===== src/rtl/fv_bank_req_arbiter.sv =====
// Feature-value bank request arbiter: round-robin Edge PE reads vs. write-back bursts,
// with starvation guard for reads and sticky protocol error detection.

module fv_bank_req_lane #(
  parameter int PTR_W = 2,
  parameter int LANE  = 0
) (
  input  logic             req_valid,
  input  logic [PTR_W-1:0] rr_ptr,
  output logic             hi_req
);
  // Request sits at or above the round-robin pointer, so it ranks ahead of wrapped ones.
  assign hi_req = req_valid && (PTR_W'(LANE) >= rr_ptr);
endmodule

module fv_bank_req_arbiter #(
  parameter int NUM_PE       = 4,
  parameter int NODE_ID_W    = 10,
  parameter int DATA_W       = 128,
  parameter int STARVE_LIMIT = 4
) (
  input  logic                          clk,
  input  logic                          reset,
  input  logic                          phase_en,
  input  logic [NUM_PE-1:0]             pe_req_valid,
  input  logic [NUM_PE*NODE_ID_W-1:0]   pe_req_node_id,
  output logic [NUM_PE-1:0]             pe_req_ready,
  input  logic                          wb_valid,
  input  logic                          wb_eos,
  input  logic [NODE_ID_W-1:0]          wb_node_id,
  input  logic [DATA_W-1:0]             wb_data,
  output logic                          wb_ready,
  input  logic                          bank_available,
  input  logic                          rd_eos,
  output logic                          bank_req_valid,
  output logic                          bank_req_rd_wr,
  output logic                          bank_req_wr_eos,
  output logic [NODE_ID_W-1:0]          bank_req_node_id,
  output logic [DATA_W-1:0]             bank_req_data,
  output logic [$clog2(NUM_PE)-1:0]     bank_req_pe_tag,
  output logic                          protocol_err
);
  localparam int PTR_W = $clog2(NUM_PE);
  localparam int CNT_W = $clog2(STARVE_LIMIT) + 1;
  localparam logic [CNT_W-1:0] STARVE_MAX = CNT_W'(STARVE_LIMIT);

  typedef enum logic [1:0] {IDLE, RD_WAIT, WR_BURST} state_t;

  state_t                           state_q, state_d;
  logic [PTR_W-1:0]                 rr_ptr_q, rr_ptr_d;
  logic [CNT_W-1:0]                 starve_q, starve_d;
  logic [NODE_ID_W-1:0]             wb_id_q, wb_id_d;
  logic                             perr_q, perr_d;

  logic [NUM_PE-1:0]                hi_req;
  logic [NUM_PE-1:0][NODE_ID_W-1:0] pe_ids;
  logic [PTR_W-1:0]                 rd_win;
  logic                             any_rd;
  logic                             starve_hit;

  for (genvar i = 0; i < NUM_PE; i++) begin : g_lane
    fv_bank_req_lane #(.PTR_W(PTR_W), .LANE(i)) u_lane (
      .req_valid (pe_req_valid[i]),
      .rr_ptr    (rr_ptr_q),
      .hi_req    (hi_req[i])
    );
    assign pe_ids[i] = pe_req_node_id[i*NODE_ID_W +: NODE_ID_W];
  end

  assign any_rd     = |pe_req_valid;
  assign starve_hit = (starve_q == STARVE_MAX) && any_rd;

  // Lowest valid index overall, overridden by lowest valid index at/after rr_ptr.
  always_comb begin
    rd_win = '0;
    for (int i = NUM_PE-1; i >= 0; i--)
      if (pe_req_valid[i]) rd_win = PTR_W'(i);
    for (int i = NUM_PE-1; i >= 0; i--)
      if (hi_req[i]) rd_win = PTR_W'(i);
  end

  always_ff @(posedge clk) begin
    if (reset) begin
      state_q  <= IDLE;
      rr_ptr_q <= '0;
      starve_q <= '0;
      wb_id_q  <= '0;
      perr_q   <= 1'b0;
    end else begin
      state_q  <= state_d;
      rr_ptr_q <= rr_ptr_d;
      starve_q <= starve_d;
      wb_id_q  <= wb_id_d;
      perr_q   <= perr_d;
    end
  end

  always_comb begin
    state_d          = state_q;
    rr_ptr_d         = rr_ptr_q;
    starve_d         = starve_q;
    wb_id_d          = wb_id_q;
    perr_d           = perr_q;
    pe_req_ready     = '0;
    wb_ready         = 1'b0;
    bank_req_valid   = 1'b0;
    bank_req_rd_wr   = 1'b0;
    bank_req_wr_eos  = 1'b0;
    bank_req_node_id = '0;
    bank_req_data    = '0;
    bank_req_pe_tag  = '0;

    if (rd_eos && state_q != RD_WAIT) perr_d = 1'b1;

    // Outputs stay silent in any cycle reset is high.
    if (!reset) begin
      unique case (state_q)
        IDLE: begin
          if (!any_rd) starve_d = '0;
          if (phase_en && bank_available) begin
            if (wb_valid && !starve_hit) begin
              bank_req_valid   = 1'b1;
              bank_req_rd_wr   = 1'b1;
              bank_req_wr_eos  = wb_eos;
              bank_req_node_id = wb_node_id;
              bank_req_data    = wb_data;
              wb_ready         = 1'b1;
              wb_id_d          = wb_node_id;
              state_d          = wb_eos ? IDLE : WR_BURST;
              if (any_rd && starve_q != STARVE_MAX) starve_d = starve_q + 1'b1;
            end else if (any_rd) begin
              bank_req_valid       = 1'b1;
              bank_req_node_id     = pe_ids[rd_win];
              bank_req_pe_tag      = rd_win;
              pe_req_ready[rd_win] = 1'b1;
              rr_ptr_d             = rd_win + 1'b1;
              starve_d             = '0;
              state_d              = RD_WAIT;
            end
          end
        end
        RD_WAIT: begin
          if (rd_eos) state_d = IDLE;
        end
        WR_BURST: begin
          if (wb_valid) begin
            bank_req_valid   = 1'b1;
            bank_req_rd_wr   = 1'b1;
            bank_req_wr_eos  = wb_eos;
            bank_req_node_id = wb_id_q;
            bank_req_data    = wb_data;
            wb_ready         = 1'b1;
            if (wb_node_id != wb_id_q) perr_d = 1'b1;
            if (wb_eos) state_d = IDLE;
          end else begin
            perr_d = 1'b1;
          end
        end
        default: state_d = IDLE;
      endcase
    end
  end

  assign protocol_err = perr_q;

endmodule

===== config.mk =====
export PLATFORM = sky130hd
export DESIGN_NAME = fv_bank_req_arbiter
export DESIGN_NICKNAME = d
export VERILOG_FILES = /design/src/rtl/fv_bank_req_arbiter.sv
export SDC_FILE = /design/constraint.sdc
export NUM_CORES = 1
export LEC_CHECK = 0
export BUFFER_PORTS_ARGS = -buffer_cell sky130_fd_sc_hd__buf_2
export CAP_MARGIN = 20
export CORE_AREA = 4 4 128 130
export CTS_CLUSTER_DIAMETER = 30
export CTS_CLUSTER_SIZE = 28
export DETAILED_ROUTE_END_ITERATION = 6
export DIE_AREA = 0 0 132 134
export GPL_ROUTABILITY_DRIVEN = 0
export PLACE_DENSITY = 0.5
export RECOVER_POWER = 50
export SETUP_SLACK_MARGIN = 0.2
export SYNTH_ARGS = -nofsm -noshare
export SYNTH_HDL_FRONTEND = slang
export SYNTH_SLANG_ARGS = --single-unit

===== constraint.sdc =====
create_clock -name clk -period 2.75 [get_ports clk]
set_input_delay 0.55 -clock clk [delete_from_list [all_inputs] [get_ports clk]]
set_output_delay 0.55 -clock clk [all_outputs]
set_load 0.02 [all_outputs]

# ---- After elaboration in Yosys (flattened, before gate mapping)
# Index checks and enable logic that the tools add are counted.
dict set report totals {
  out_inout_bits 149
  elab_cells 106
  register_bits 18
}
dict set report op_classes {
  muxes 65
  order_cmp 6
  reduce_logical 16
  n_eq_ne 11
  addsub 2
  n_bitwise 1
}
# cell n
set ops {}
lappend ops {{$mux 128} 4}
lappend ops {{$pmux 128 s2} 1}
lappend ops {{$mux 10} 6}
lappend ops {{$mux 2} 20}
lappend ops {{$bmux 10 s2} 1}
lappend ops {{$mux 4} 5}
lappend ops {{$pmux 10 s2} 1}
lappend ops {{$mux 1} 17}
lappend ops {{$mux 3} 5}
lappend ops {{$logic_and 1x1->1} 10}
lappend ops {{$ne 10x10->1} 1}
lappend ops {{$ne 2x2->1 const B} 4}
lappend ops {{$ne 3x3->1 const B} 2}
lappend ops {{$pmux 1 s2} 3}
lappend ops {{$pmux 2 s3} 1}
lappend ops {{$reduce_and 5->1} 1}
lappend ops {{$ge 1x2->1 const A} 2}
lappend ops {{$ge 2x2->1 const A} 2}
lappend ops {{$reduce_and 4->1} 1}
lappend ops {{$reduce_or 4->1} 1}
lappend ops {{$add 3x1->3 const B} 1}
lappend ops {{$eq 3x3->1 const B} 1}
lappend ops {{$lt 2x3->1 const B} 1}
lappend ops {{$reduce_and 3->1} 1}
lappend ops {{other kinds (9)} 9}

# ---- Logic depth before layout (Yosys ltp)
# Gate-level depths: netlist (run 1).
dict set report logic_depth {
  depth_word 17
  mapped_depth 8
  mapped_depth_nobuf 7
}

# ---- Cells and area by module
# A second synthesis (run 1) with hierarchy kept.
dict set report unflattened {
  hier_cells 336
  area_unflattened_um2 2421.1
}
# module area_each_um2 n_inst cells_per_inst
set by_module_without_submodules {}
lappend by_module_without_submodules {fv_bank_req_arbiter 2376.0 1 332}
lappend by_module_without_submodules {{fv_bank_req_lane (g_lane[1].u_lane)} 13.8 1 1}
lappend by_module_without_submodules {{fv_bank_req_lane (g_lane[0].u_lane)} 12.5 1 1}
lappend by_module_without_submodules {{fv_bank_req_lane (g_lane[2].u_lane)} 11.3 1 1}
lappend by_module_without_submodules {{fv_bank_req_lane (g_lane[3].u_lane)} 7.5 1 1}

# ---- Worst setup path before layout (run 1)
# No wires, ideal clock.
dict set report synth_timing {
  kind {input port to output port}
  startpoint {input port pe_req_valid[1]}
  endpoint {output port bank_req_data[100]}
  slack_ps 124
  n_path_buf 3
  required_time_ps 2200
  path_stages 7
  t_arrival_ps 2076
  path_cell_list {or4_1 > buf_2 > a31oi_4 > o211a_4 > buf_6 > buf_6 > and2_1}
}
dict set report synth_between {
  elab_chain_len 8
}
# item line_no
set synth_rtl {}
lappend synth_rtl {{start, declared} 25} ;# input logic [NUM_PE-1:0] pe_req_valid,
lappend synth_rtl {{$reduce_or 4->1} 70} ;# assign any_rd = |pe_req_valid;
lappend synth_rtl {{$logic_and 1x1->1} 71} ;# assign starve_hit = (starve_q == STARVE_MAX) && any_rd;
lappend synth_rtl {{$logic_not 1->1} 121} ;# if (wb_valid && !starve_hit) begin
lappend synth_rtl {{$logic_and 1x1->1} 121}
lappend synth_rtl {{$mux 128} 121}
lappend synth_rtl {{$mux 128} 120} ;# if (phase_en && bank_available) begin
lappend synth_rtl {{$pmux 128 s2} 117} ;# unique case (state_q)
lappend synth_rtl {{$mux 128} 116} ;# if (!reset) begin
lappend synth_rtl {{end, declared} 39} ;# output logic [DATA_W-1:0] bank_req_data,
# No other way between the ends.

# ---- Worst setup path after layout (run 1)
dict set report layout_timing {
  startpoint {input port pe_req_valid[1]}
  endpoint {output port bank_req_data[118]}
}
# The elaborated chain is that of the path after synthesis.

==> results of run 1 <==
-- logic make-up (layout without fill, tap and decap cells) --
family / Yosys count / in the layout / share of synthesized area
AND/OR/NAND/NOR: 196 / 196 / 0.448
AO/OA/AOI/OAI: 52 / 52 / 0.164
buffers and inverters: 37 / 392 / 0.0949
multiplexers: 21 / 21 / 0.0839
flip-flops: 18 / 18 / 0.144
XOR/XNOR: 10 / 10 / 0.0349
adder cells (fa/ha/maj): 6 / 6 / 0.0300
-- area by class of cell --
type / instances / area [um2] / area share
multi-input combinational: 285 / 2300 / 0.407
inverter: 10 / 42.5 / 0.00754
sequential: 18 / 360 / 0.0638
clock buffer: 4 / 88.8 / 0.0157
timing repair buffer: 378 / 2620 / 0.464
tap: 188 / 235 / 0.0417
-- synth_stat cells, types with 3 or more instances --
master and number:
sky130_fd_sc_hd__and2_1 135, sky130_fd_sc_hd__nand2_1 34, sky130_fd_sc_hd__mux2i_1 21, sky130_fd_sc_hd__dfxtp_1 18
sky130_fd_sc_hd__a21oi_1 16, sky130_fd_sc_hd__buf_6 11, sky130_fd_sc_hd__a22o_1 10, sky130_fd_sc_hd__inv_1 10
sky130_fd_sc_hd__nor2_1 10, sky130_fd_sc_hd__o221ai_1 10, sky130_fd_sc_hd__buf_2 7, sky130_fd_sc_hd__clkbuf_1 7
sky130_fd_sc_hd__ha_1 6, sky130_fd_sc_hd__xnor2_1 6, sky130_fd_sc_hd__nor3_1 5, sky130_fd_sc_hd__xor2_1 4
sky130_fd_sc_hd__nand2b_1 3
-- final timing paths --
kind                           start                       to
max                  pe_req_valid[1]       bank_req_data[118]
min          wb_id_q[5]$_SDFFE_PP0P_  wb_id_q[5]$_SDFFE_PP0P_
max reg2reg  state_q[1]$_SDFFE_PP0P_  wb_id_q[1]$_SDFFE_PP0P_
min reg2reg  wb_id_q[5]$_SDFFE_PP0P_  wb_id_q[5]$_SDFFE_PP0P_
-- cell usage in the layout, fill, tap and decap left out, drive strengths merged, types with 2 or more instances in the layout --
cell type  instances
a22o              10
a21oi             16
mux2i             21
nand4              2
nand2             34
nand2b             3
xnor2              6
xor2               4
nor2b              2
dfxtp             18
clkbuf            10
and2             135
inv               10
o21ai              2
o221ai            10
nor3               5
nor2              10
buf              372
ha                 6
a211o              2
-- layer usage --
layer,share of wire,track usage,vias to the layer above
li1,-,-,1839
met1,0.40,0.157,1638
met2,0.53,0.245,171
met3,0.074,0.0383,8
met4,0.0032,0.00992,4
met5,0.0015,0,-
-- sequential cells by signal, indices dropped and copies added (netlist names) --
signal,cells
wb_id_q,10
starve_q,3
rr_ptr_q,2
state_q,2
protocol_err,1
-- metrics by stage --
step | hold WS (ps) | util | area (um2) | cells | setup TNS (ps)
2_1_floorplan | 461 | - | 2770 | 340 | 0
3_3_place_gp | 480 | 0.311 | 4710 | 862 | -3050
3_5_place_dp | 476 | 0.311 | 4710 | 862 | -3910
4_1_cts | 484 | 0.344 | 5210 | 872 | -1630
5_1_grt | 519 | 0.373 | 5640 | 883 | -9870
6_report | 483 | 0.373 | 5640 | 883 | -1370
-- worst min-delay path, stage by stage (launching register included) --
cell and delay, ps:
sky130_fd_sc_hd__dfxtp_1 320, sky130_fd_sc_hd__nand2_1 60, sky130_fd_sc_hd__a21oi_1 50
-- power groups by stage --
stage	logic [mW]	registers (mW)	clock network [mW]
2_1_floorplan	0.251	0.284	0
3_3_place_gp	0.480	0.285	0
3_5_place_dp	0.479	0.285	0
4_1_cts	0.518	0.279	0.336
5_1_grt	0.633	0.281	0.348
6_report	0.586	0.280	0.329
-- timing repair --
action | 4_1_cts | 5_1_grt
setup endpoints to repair | 147 | 146
hold endpoints to repair | 0 | 0
pin swaps | 6 | 13
gates cloned | 1 | 4
hold buffers | 0 | 0
gates resized for setup | 127 | 97
setup buffers | 5 | 7
==> results.md, run 1 <==
Setup path
- worst reg-to-reg path cell count: 10
- category of the critical setup timing path: primary input to output pin
- kind of launch point of the worst setup path: primary input
- r2r setup slk: 770 ps
- critical path endpoint category: output pin
- cell at the slowest stage of the critical path: sky130_fd_sc_hd__or4_4
- largest stage delay on the critical path: 600 ps
- data arrival at the endpoint of the critical path: 2240 ps
- highest fanout seen on the critical path: 53
- category of cells accounting for the largest share of critical-path delay: simple AND/OR/NAND/NOR gates
- Buf+Inv Stages, Crit Path: 3
- CP Depth: 7
- Required @ worst endpoint: 2200 ps
- cells traversed along the worst timing path: buf_6 -> or4_4 -> a31oi_4 -> o211a_4 -> buf_12 -> and2_2 -> buf_4

Pwr
- part of the total power dissipated in the clock network: 0.276
- Total Power Consumption: 1.20 mW
- part of the total power dissipated in combinational logic: 0.491
- Net Sw Power: 0.387 mW
- Sw Share: 0.324
- largest voltage drop on the vdd net: 0.000221 V
- power density normalized to cell area: 212 nW/um2
- Internal Pwr Total: 0.808 mW
- sequential power share: 0.234
- leakage power summed over all cells: 2.96 nW

Yosys
- top cell type's share of synthesized area: 0.337
- fraction of the yosys area taken by sequential cells: 0.144
- post-synthesis cell count: 340
- biggest area consumer among synthesized cells: sky130_fd_sc_hd__and2_1
- fraction of registers with async set/reset: 0
- top area cells in the synthesized netlist: sky130_fd_sc_hd__and2_1 34%, sky130_fd_sc_hd__dfxtp_1 14%, sky130_fd_sc_hd__mux2i_1 8.4%
- number of flops mapped to enable cells by yosys: 0
- Yosys warnings: 0
- post-synth cell types: 39
- Post-Synthesis Mean Instance Area: 7.37 um2
- most common flop cell mapped by yosys: sky130_fd_sc_hd__dfxtp_1
- number of flip-flops and latches in the synthesized netlist: 18
- Netlist Area Pre-Place: 2510 um2
- net count of the mapped netlist: 535

Run
- Max-cap violations: 0

Global route
- combined global-route utilization of all metal layers: 0.132
- largest net degree at the start of global routing: 54
- vias in the first global route: 3,561
- remaining global-route overflow: 0
- global-route wire length before repair: 19.3 mm
- initial antenna violation count: 2

Clock network
- total CTS buffers: 3
- maximum level of the CTS H-tree: 1
- CTS tree: yes
- Clock Pin Slew Worst Setup and Hold Paths: 60 ps
- buffer levels on the longest clock path: 2
- clock latency of the later-clocked register in the worst-skew pair: 250 ps
- Clock Tree Root: sky130_fd_sc_hd__clkbuf_16
- clock sinks: 18

STA
- Final Hold Fails: 0
- worst-case headroom to the max-slew limit: 0.700
- fin worst setup slack: -39.2 ps
- Max Freq: 359 MHz
- Pins Over Slew Limit: 0
- clock period minus worst slack: 2790 ps
- Setup Skew: 1.88 ps
- slew of the pin with the lowest slew margin: 438 ps
- unrepaired setup endpoints after global routing: true
- Setup-failing EPs final: 96
- final cycle utilization of the critical path: 1.01

Die
- full die area: 17,700 um2
- die outline width: 132 um
- std cell rows: 45
- Die Height: 134 um
- core area: 15,100 um2
- effective utilization at floorplan: 0.165
- number of primary I/O pins: 338

Detailed routing
- wire length after detailed routing: 13.6 mm
- routed vias: 3,660
- first-pass detailed-route iteration total: 4
- DRC Markers: 0
- Detail Route Antenna Nets: 0
- Starting DRT DRC Count: 119
- wire length per cell after detailed routing: 15.4 um
- average vias per placed instance: 4.14

Hold path
- Min-Delay Path Class: flip-flop to flip-flop
- worst hold path depth: 2

Cells and area
- area delta synth->final: 125%
- Inserted Diodes: 0
- fill cell count: 1,575
- fraction of final layout cells with drive strength greater than 1: 0.786
- final net count: 891

Outcome
- run status: complete, but fails checks
- failing checks: negative setup slack

Placement
- HPWL after detailed placement: 11.0 mm
- input/output buffers: 337
- post-placement worst setup slack: -91.9 ps

Power figures use the tool's default switching activity.
==> run 2, diff against run 1 <==
--- a/config.mk
+++ b/config.mk
@@ -15,7 +15,6 @@
 export GPL_ROUTABILITY_DRIVEN = 0
 export PLACE_DENSITY = 0.5
 export RECOVER_POWER = 50
-export SETUP_SLACK_MARGIN = 0.2
 export SYNTH_ARGS = -nofsm -noshare
 export SYNTH_HDL_FRONTEND = slang
 export SYNTH_SLANG_ARGS = --single-unit
==> results.md, run 2 (synthesis results as in run 1) <==
Clock network
- clock latency of the later-clocked register in the worst-skew pair: 250 ps, about the same
- clock sinks: 18, unchanged
- CTS tree: yes
- buffer levels on the longest clock path: 2, unchanged
- total CTS buffers: 3, unchanged
- # hold bufs at CTS: 0, unchanged
- Clock Pin Slew Worst Setup and Hold Paths: 50 ps, about the same
- Clock Tree Root: sky130_fd_sc_hd__clkbuf_16
- maximum level of the CTS H-tree: 1, unchanged

Global route
- combined global-route utilization of all metal layers: 0.157, +0.0256
- global-route wire length before repair: 22.2 mm, +15%
- vias in the first global route: 3,674, +3.2%
- largest net degree at the start of global routing: 26, -52%
- remaining global-route overflow: 0, unchanged
- initial antenna violation count: 5, +3

Cells and area
- most common cell after layout, fill and taps aside: sky130_fd_sc_hd__buf_2
- register area: 360 um2, unchanged
- area delta synth->final: 150%
- most frequent cells in the layout: 193 x sky130_fd_sc_hd__buf_2, 133 x sky130_fd_sc_hd__buf_6, 113 x sky130_fd_sc_hd__and2_4, 41 x sky130_fd_sc_hd__buf_4, 34 x sky130_fd_sc_hd__nand2_1
- fraction of final layout cells with drive strength greater than 1: 0.745, -0.0402
- area of the multi-input gates: 2320 um2, +0.87%
- final net count: 903, +1.3%
- top register by number of flip-flops: wb_id_q
- final design area excluding fillers: 6270 um2, +11%
- fill cell count: 1,499, -4.8%
- utilization of the core after routing: 0.414, +0.0413
- flip-flop count of the largest register, all copies and words added: 10, unchanged
- leading registers by flop count: wb_id_q (10), starve_q (3)

Placement
- HPWL after detailed placement: 12.6 mm, +15%
- input/output buffers: 337, unchanged
- instance area at placement: 4500 um2, -4.4%

Detailed routing
- routed vias: 3,881, +6.0%
- met2 wire len: 8.54 mm, +19%
- met1 layer wirelength in the final routing: 7.04 mm, +31%
- Starting DRT DRC Count: 124, +4.2%
- wire length after detailed routing: 17.3 mm, +27%
- DRC Markers: 0, unchanged
- wire length per cell after detailed routing: 19.2 um, +25%
- first-pass detailed-route iteration total: 4, unchanged
- wire length on met3: 1.40 mm, +40%
- Detail Route Antenna Nets: 0, unchanged
- average vias per placed instance: 4.32, +4.3%
- uppermost routed layer: met5

Setup path
- Required @ worst endpoint: 2200 ps, about the same
- r2r setup slk: 1000 ps, +230 ps
- category of the critical setup timing path: primary input to output pin
- launching element of the worst setup path: pe_req_valid[0]
- cells traversed along the worst timing path: buf_6 -> or4_4 -> a31oi_4 -> o211a_4 -> buf_12 -> clkbuf_16 -> and2_4 -> buf_6
- critical path endpoint category: output pin
- CP Depth: 8, +1
- library cell appearing most often on the critical path: sky130_fd_sc_hd__buf_6
- data arrival at the endpoint of the critical path: 2300 ps, +60 ps
- largest stage delay on the critical path: 590 ps, about the same
- kind of launch point of the worst setup path: primary input
- cell at the slowest stage of the critical path: sky130_fd_sc_hd__or4_4
- Buf+Inv Stages, Crit Path: 4, +1
- worst reg-to-reg path cell count: 7, -3
- source of the worst register-to-register timing path: starve_q[0]$_SDFFE_PP0P_
- highest fanout seen on the critical path: 8, -85%
- category of cells accounting for the largest share of critical-path delay: simple AND/OR/NAND/NOR gates
- reg2reg end: starve_q[2]$_SDFFE_PP0P_
- Critical Path Sink: bank_req_data[11]

STA
- Final Hold Fails: 0, unchanged
- unrepaired setup endpoints after global routing: true
- Max Freq: 351 MHz, -2.1%
- Setup TNS Final: -8110 ps, -6750 ps
- Setup Skew: 3.49 ps, +1.61 ps
- fin worst setup slack: -99.0 ps, -59.8 ps
- worst-case headroom to the max-slew limit: 0.600, -0.101
- clock period minus worst slack: 2850 ps, +59.8 ps
- Pins Over Slew Limit: 0, unchanged
- slew of the pin with the lowest slew margin: 596 ps, +158 ps
- final cycle utilization of the critical path: 1.04, +0.0217
- Setup-failing EPs final: 127, +32%

Die
- effective utilization at floorplan: 0.165, unchanged
- std cell rows: 45, unchanged
- full die area: 17,700 um2, unchanged
- core area: 15,100 um2, unchanged
- Die Height: 134 um, unchanged
- number of primary I/O pins: 338, unchanged
- die outline width: 132 um, unchanged

Pwr
- largest voltage drop on the vdd net: 0.000175 V, -21%
- leakage power summed over all cells: 3.17 nW, +7.1%
- power density normalized to cell area: 201 nW/um2, -5.2%

Hold path
- Min-Delay Path Class: flip-flop to flip-flop

Outcome
- run status: complete, but fails checks
- failing checks: negative setup slack

Run
- Max-cap violations: 0, unchanged

[run 2: layout make-up]
class | count | area share
Timing Repair Buffer | 389 | 0.514
Multi-Input combinational cell | 286 | 0.369
Sequential cell | 18 | 0.0575
Tap cell | 188 | 0.0375
Clock buffer | 4 | 0.0142
Inverter | 10 | 0.00599
Antenna cell | 3 | 0.00120
[run 2: stage by stage]
step / total power [mW] / instances / setup WS, ps / hold slack [ps]
after floorplan: 0.512 / 340 / 124 / 461
after global placement: 0.758 / 866 / -194 / 474
after detailed placement: 0.756 / 866 / -205 / 476
after CTS: 1.16 / 882 / -113 / 483
after global routing: 1.33 / 898 / -160 / 499
final: 1.26 / 898 / -99.0 / 484
[run 2: how the worst min path moves through the flow]
stage                             from                 endpoint  slack (ps)  cells after the start
2_1_floorplan  wb_id_q[1]$_SDFFE_PP0P_  wb_id_q[1]$_SDFFE_PP0P_         460                      2
3_3_place_gp   wb_id_q[7]$_SDFFE_PP0P_  wb_id_q[7]$_SDFFE_PP0P_         470                      2
3_5_place_dp   wb_id_q[7]$_SDFFE_PP0P_  wb_id_q[7]$_SDFFE_PP0P_         480                      2
4_1_cts        wb_id_q[7]$_SDFFE_PP0P_  wb_id_q[7]$_SDFFE_PP0P_         480                      2
5_1_grt        wb_id_q[7]$_SDFFE_PP0P_  wb_id_q[7]$_SDFFE_PP0P_         500                      2
6_report       wb_id_q[7]$_SDFFE_PP0P_  wb_id_q[7]$_SDFFE_PP0P_         480                      2
[run 2: layer usage]
layer,GRT usage,vias to the layer above
li1,-,1878
met1,0.194,1816
met2,0.265,167
met3,0.0604,16
met4,0.0274,4
met5,0,-
[run 2: report_power, final]
| part | total (mW) | internal (mW) | leakage (nW) | switching (mW) |
|---|---|---|---|---|
| registers | 0.280 | 0.271 | 0.146 | 0.00957 |
| logic | 0.653 | 0.356 | 2.98 | 0.298 |
| clock network | 0.326 | 0.222 | 0.0442 | 0.104 |
[run 2: what timing repair did]
item / in CTS / in global routing
setup buffers: 8 / 1
resized for setup: 216 / 198
pin swaps: 8 / 79
setup endpoints to repair: 140 / 142
cloned: 4 / 13
[run 2: tightest hold or removal path: cells and delay by family, from the launching register on]
kind	cells	cell delay, ps
AOI/OAI and AO/OA	1	50
DFF	1	320
and+or+nand+nor	1	60
==> run 3, diff against run 2 <==
--- a/config.mk
+++ b/config.mk
@@ -13,6 +13,7 @@
 export DETAILED_ROUTE_END_ITERATION = 6
 export DIE_AREA = 0 0 132 134
 export GPL_ROUTABILITY_DRIVEN = 0
+export MAX_ROUTING_LAYER = met4
 export PLACE_DENSITY = 0.5
 export RECOVER_POWER = 50
 export SYNTH_ARGS = -nofsm -noshare
==> constraint.sdc (replaced) <==
create_clock -name clk -period 3.2 [get_ports clk]
set_input_delay 0.64 -clock clk [delete_from_list [all_inputs] [get_ports clk]]
set_output_delay 0.64 -clock clk [all_outputs]
set_load 0.02 [all_outputs]
==> results.md, run 3 (synthesis results as in run 1) <==
Outcome
- run status: complete, no violations

Clock network
- clock sinks: 18, unchanged
- Clock Pin Slew Worst Setup and Hold Paths: 50 ps, about the same
- total CTS buffers: 3, unchanged
- # hold bufs at CTS: 0, unchanged
- Clock Tree Root: sky130_fd_sc_hd__clkbuf_16
- buffer levels on the longest clock path: 2, unchanged
- clock latency of the later-clocked register in the worst-skew pair: 250 ps, about the same
- maximum level of the CTS H-tree: 1, unchanged
- CTS tree: yes

Placement
- total instance count after detailed placement: 857, -1.0%
- HPWL after detailed placement: 12.5 mm, -0.50%
- input/output buffers: 337, unchanged
- post-placement worst setup slack: -59.4 ps, +146 ps

Setup path
- data arrival at the endpoint of the critical path: 2440 ps, +140 ps
- Required @ worst endpoint: 2560 ps, +360 ps
- critical path endpoint category: output pin
- category of the critical setup timing path: primary input to output pin
- category of cells accounting for the largest share of critical-path delay: simple AND/OR/NAND/NOR gates
- Buf+Inv Stages, Crit Path: 3, -1
- highest fanout seen on the critical path: 54, +46
- cells traversed along the worst timing path: buf_2 -> or4_4 -> a31oi_4 -> o211a_4 -> buf_12 -> and2_1 -> buf_2
- r2r setup slk: 1460 ps, +460 ps
- kind of launch point of the worst setup path: primary input
- largest stage delay on the critical path: 600 ps, about the same
- library cell appearing most often on the critical path: sky130_fd_sc_hd__buf_2
- cell at the slowest stage of the critical path: sky130_fd_sc_hd__or4_4

Die
- core area: 15,100 um2, unchanged
- std cell rows: 45, unchanged
- Die Height: 134 um, unchanged
- effective utilization at floorplan: 0.165, unchanged
- full die area: 17,700 um2, unchanged
- die outline width: 132 um, unchanged
- number of primary I/O pins: 338, unchanged

Global route
- layer with the highest usage after global routing: met2
- combined global-route utilization of all metal layers: 0.150, -0.00788
- vias in the first global route: 3,299, -10%
- initial antenna violation count: 4, -1
- global-route met3 utilization: 0.0514, -0.00900
- global-route wire length before repair: 20.3 mm, -8.6%
- global-route track usage on met1: 0.195, +0.000587
- remaining global-route overflow: 0, unchanged
- largest net degree at the start of global routing: 55, +110%
- met2 routing resource usage after global routing: 0.237, -0.0277

Detailed routing
- first-pass detailed-route iteration total: 4, unchanged
- DRC Markers: 0, unchanged
- wire length per cell after detailed routing: 16.5 um, -14%
- average vias per placed instance: 4.01, -7.2%
- Detail Route Antenna Nets: 0, unchanged
- routed vias: 3,470, -11%
- wire length after detailed routing: 14.2 mm, -18%
- Starting DRT DRC Count: 169, +36%

Cells and area
- number of standard cells in the layout, taps in and fillers out: 865, -3.7%
- flip-flop count of the largest register, all copies and words added: 10, unchanged
- top register by number of flip-flops: wb_id_q
- fraction of final layout cells with drive strength greater than 1: 0.517, -0.228
- most common cell after layout, fill and taps aside: sky130_fd_sc_hd__buf_2
- leading registers by flop count: wb_id_q (10), starve_q (3)
- most frequent cells in the layout: 278 x sky130_fd_sc_hd__buf_2, 135 x sky130_fd_sc_hd__and2_1, 41 x sky130_fd_sc_hd__clkbuf_2, 34 x sky130_fd_sc_hd__nand2_1, 21 x sky130_fd_sc_hd__mux2i_1
- area delta synth->final: 80.4%
- final net count: 871, -3.5%

STA
- worst-case headroom to the max-slew limit: 0.651, +0.0516
- Max Freq: 324 MHz
- Pins Over Slew Limit: 0, unchanged
- Setup Skew: 1.67 ps, -1.83 ps
- worst hold margin: 485 ps, +0.727 ps
- Final Hold Fails: 0, unchanged
- unrepaired setup endpoints after global routing: false
- clock period minus worst slack: 3080 ps
- Setup-failing EPs final: 0, -100%
- final cycle utilization of the critical path: 0.964
- Setup TNS Final: 0 ps, +8110 ps
- slew of the pin with the lowest slew margin: 510 ps, -86.0 ps
- fin worst setup slack: 116 ps, +215 ps

Run
- Max-cap violations: 0, unchanged

Hold path
- Min-Delay Path Class: flip-flop to flip-flop

Pwr
- power density normalized to cell area: 202 nW/um2, +0.82%
- leakage power summed over all cells: 2.55 nW, -20%
- Total Power Consumption: 0.915 mW, -27%
- largest voltage drop on the vdd net: 0.000155 V, -12%

[run 3: cell types whose count changed in the layout (fill, tap and decap cells not counted), sizes merged]
cell,delta
clkbuf,+50
buf,-81
diode,-1
o211a,-1
[run 3: power by group]
group / internal, mW / switching, mW / total, mW
Sequential: 0.233 / 0.00760 / 0.240
Combinational: 0.192 / 0.204 / 0.396
Clock: 0.190 / 0.0890 / 0.279
Total: 0.614 / 0.301 / 0.915
[run 3: tightest hold or removal path, stage by stage (launching register included)]
cell                      delay [ps]
sky130_fd_sc_hd__dfxtp_1         330
sky130_fd_sc_hd__nand2_1          60
sky130_fd_sc_hd__a21oi_1          50
[run 3: layout make-up]
class | instances | area (um2)
antenna | 2 | 5.00
timing repair buffer | 358 | 1880
inverter | 10 | 37.5
sequential | 18 | 360
tap | 188 | 235
clock buffer | 4 | 88.8
fill | 1685 | 10600
multi-input combinational | 285 | 1920
[run 3: worst paths after layout]
| check | startpoint | endpoint | depth (start not counted) |
|---|---|---|---|
| worst max-delay path | pe_req_valid[1] | bank_req_data[105] | 7 |
| worst min-delay path | wb_id_q[4]$_SDFFE_PP0P_ | wb_id_q[4]$_SDFFE_PP0P_ | 2 |
| worst max register to register | starve_q[0]$_SDFFE_PP0P_ | starve_q[2]$_SDFFE_PP0P_ | 7 |
| worst min register to register | wb_id_q[4]$_SDFFE_PP0P_ | wb_id_q[4]$_SDFFE_PP0P_ | 2 |
[run 3: layer usage]
layer  wire [um]  up-vias
met4          19        0
met2        6690      160
met5           0        -
met3        1250        2
li1            -     1798
met1        6290     1510
[run 3: what timing repair did]
action,4_1_cts,5_1_grt
endpoints found under the setup margin,14,1
resized for setup,2,0
hold endpoints to repair,0,0
pin swaps,0,0
buffers inserted,0,2
[run 3: metrics by stage]
stage                     instance area [um2]   util
after global placement                   4420  0.292
after CTS                                4520  0.298
after floorplan                          2510      -
final                                    4520  0.298
after global routing                     4520  0.298
after detailed placement                 4420  0.292
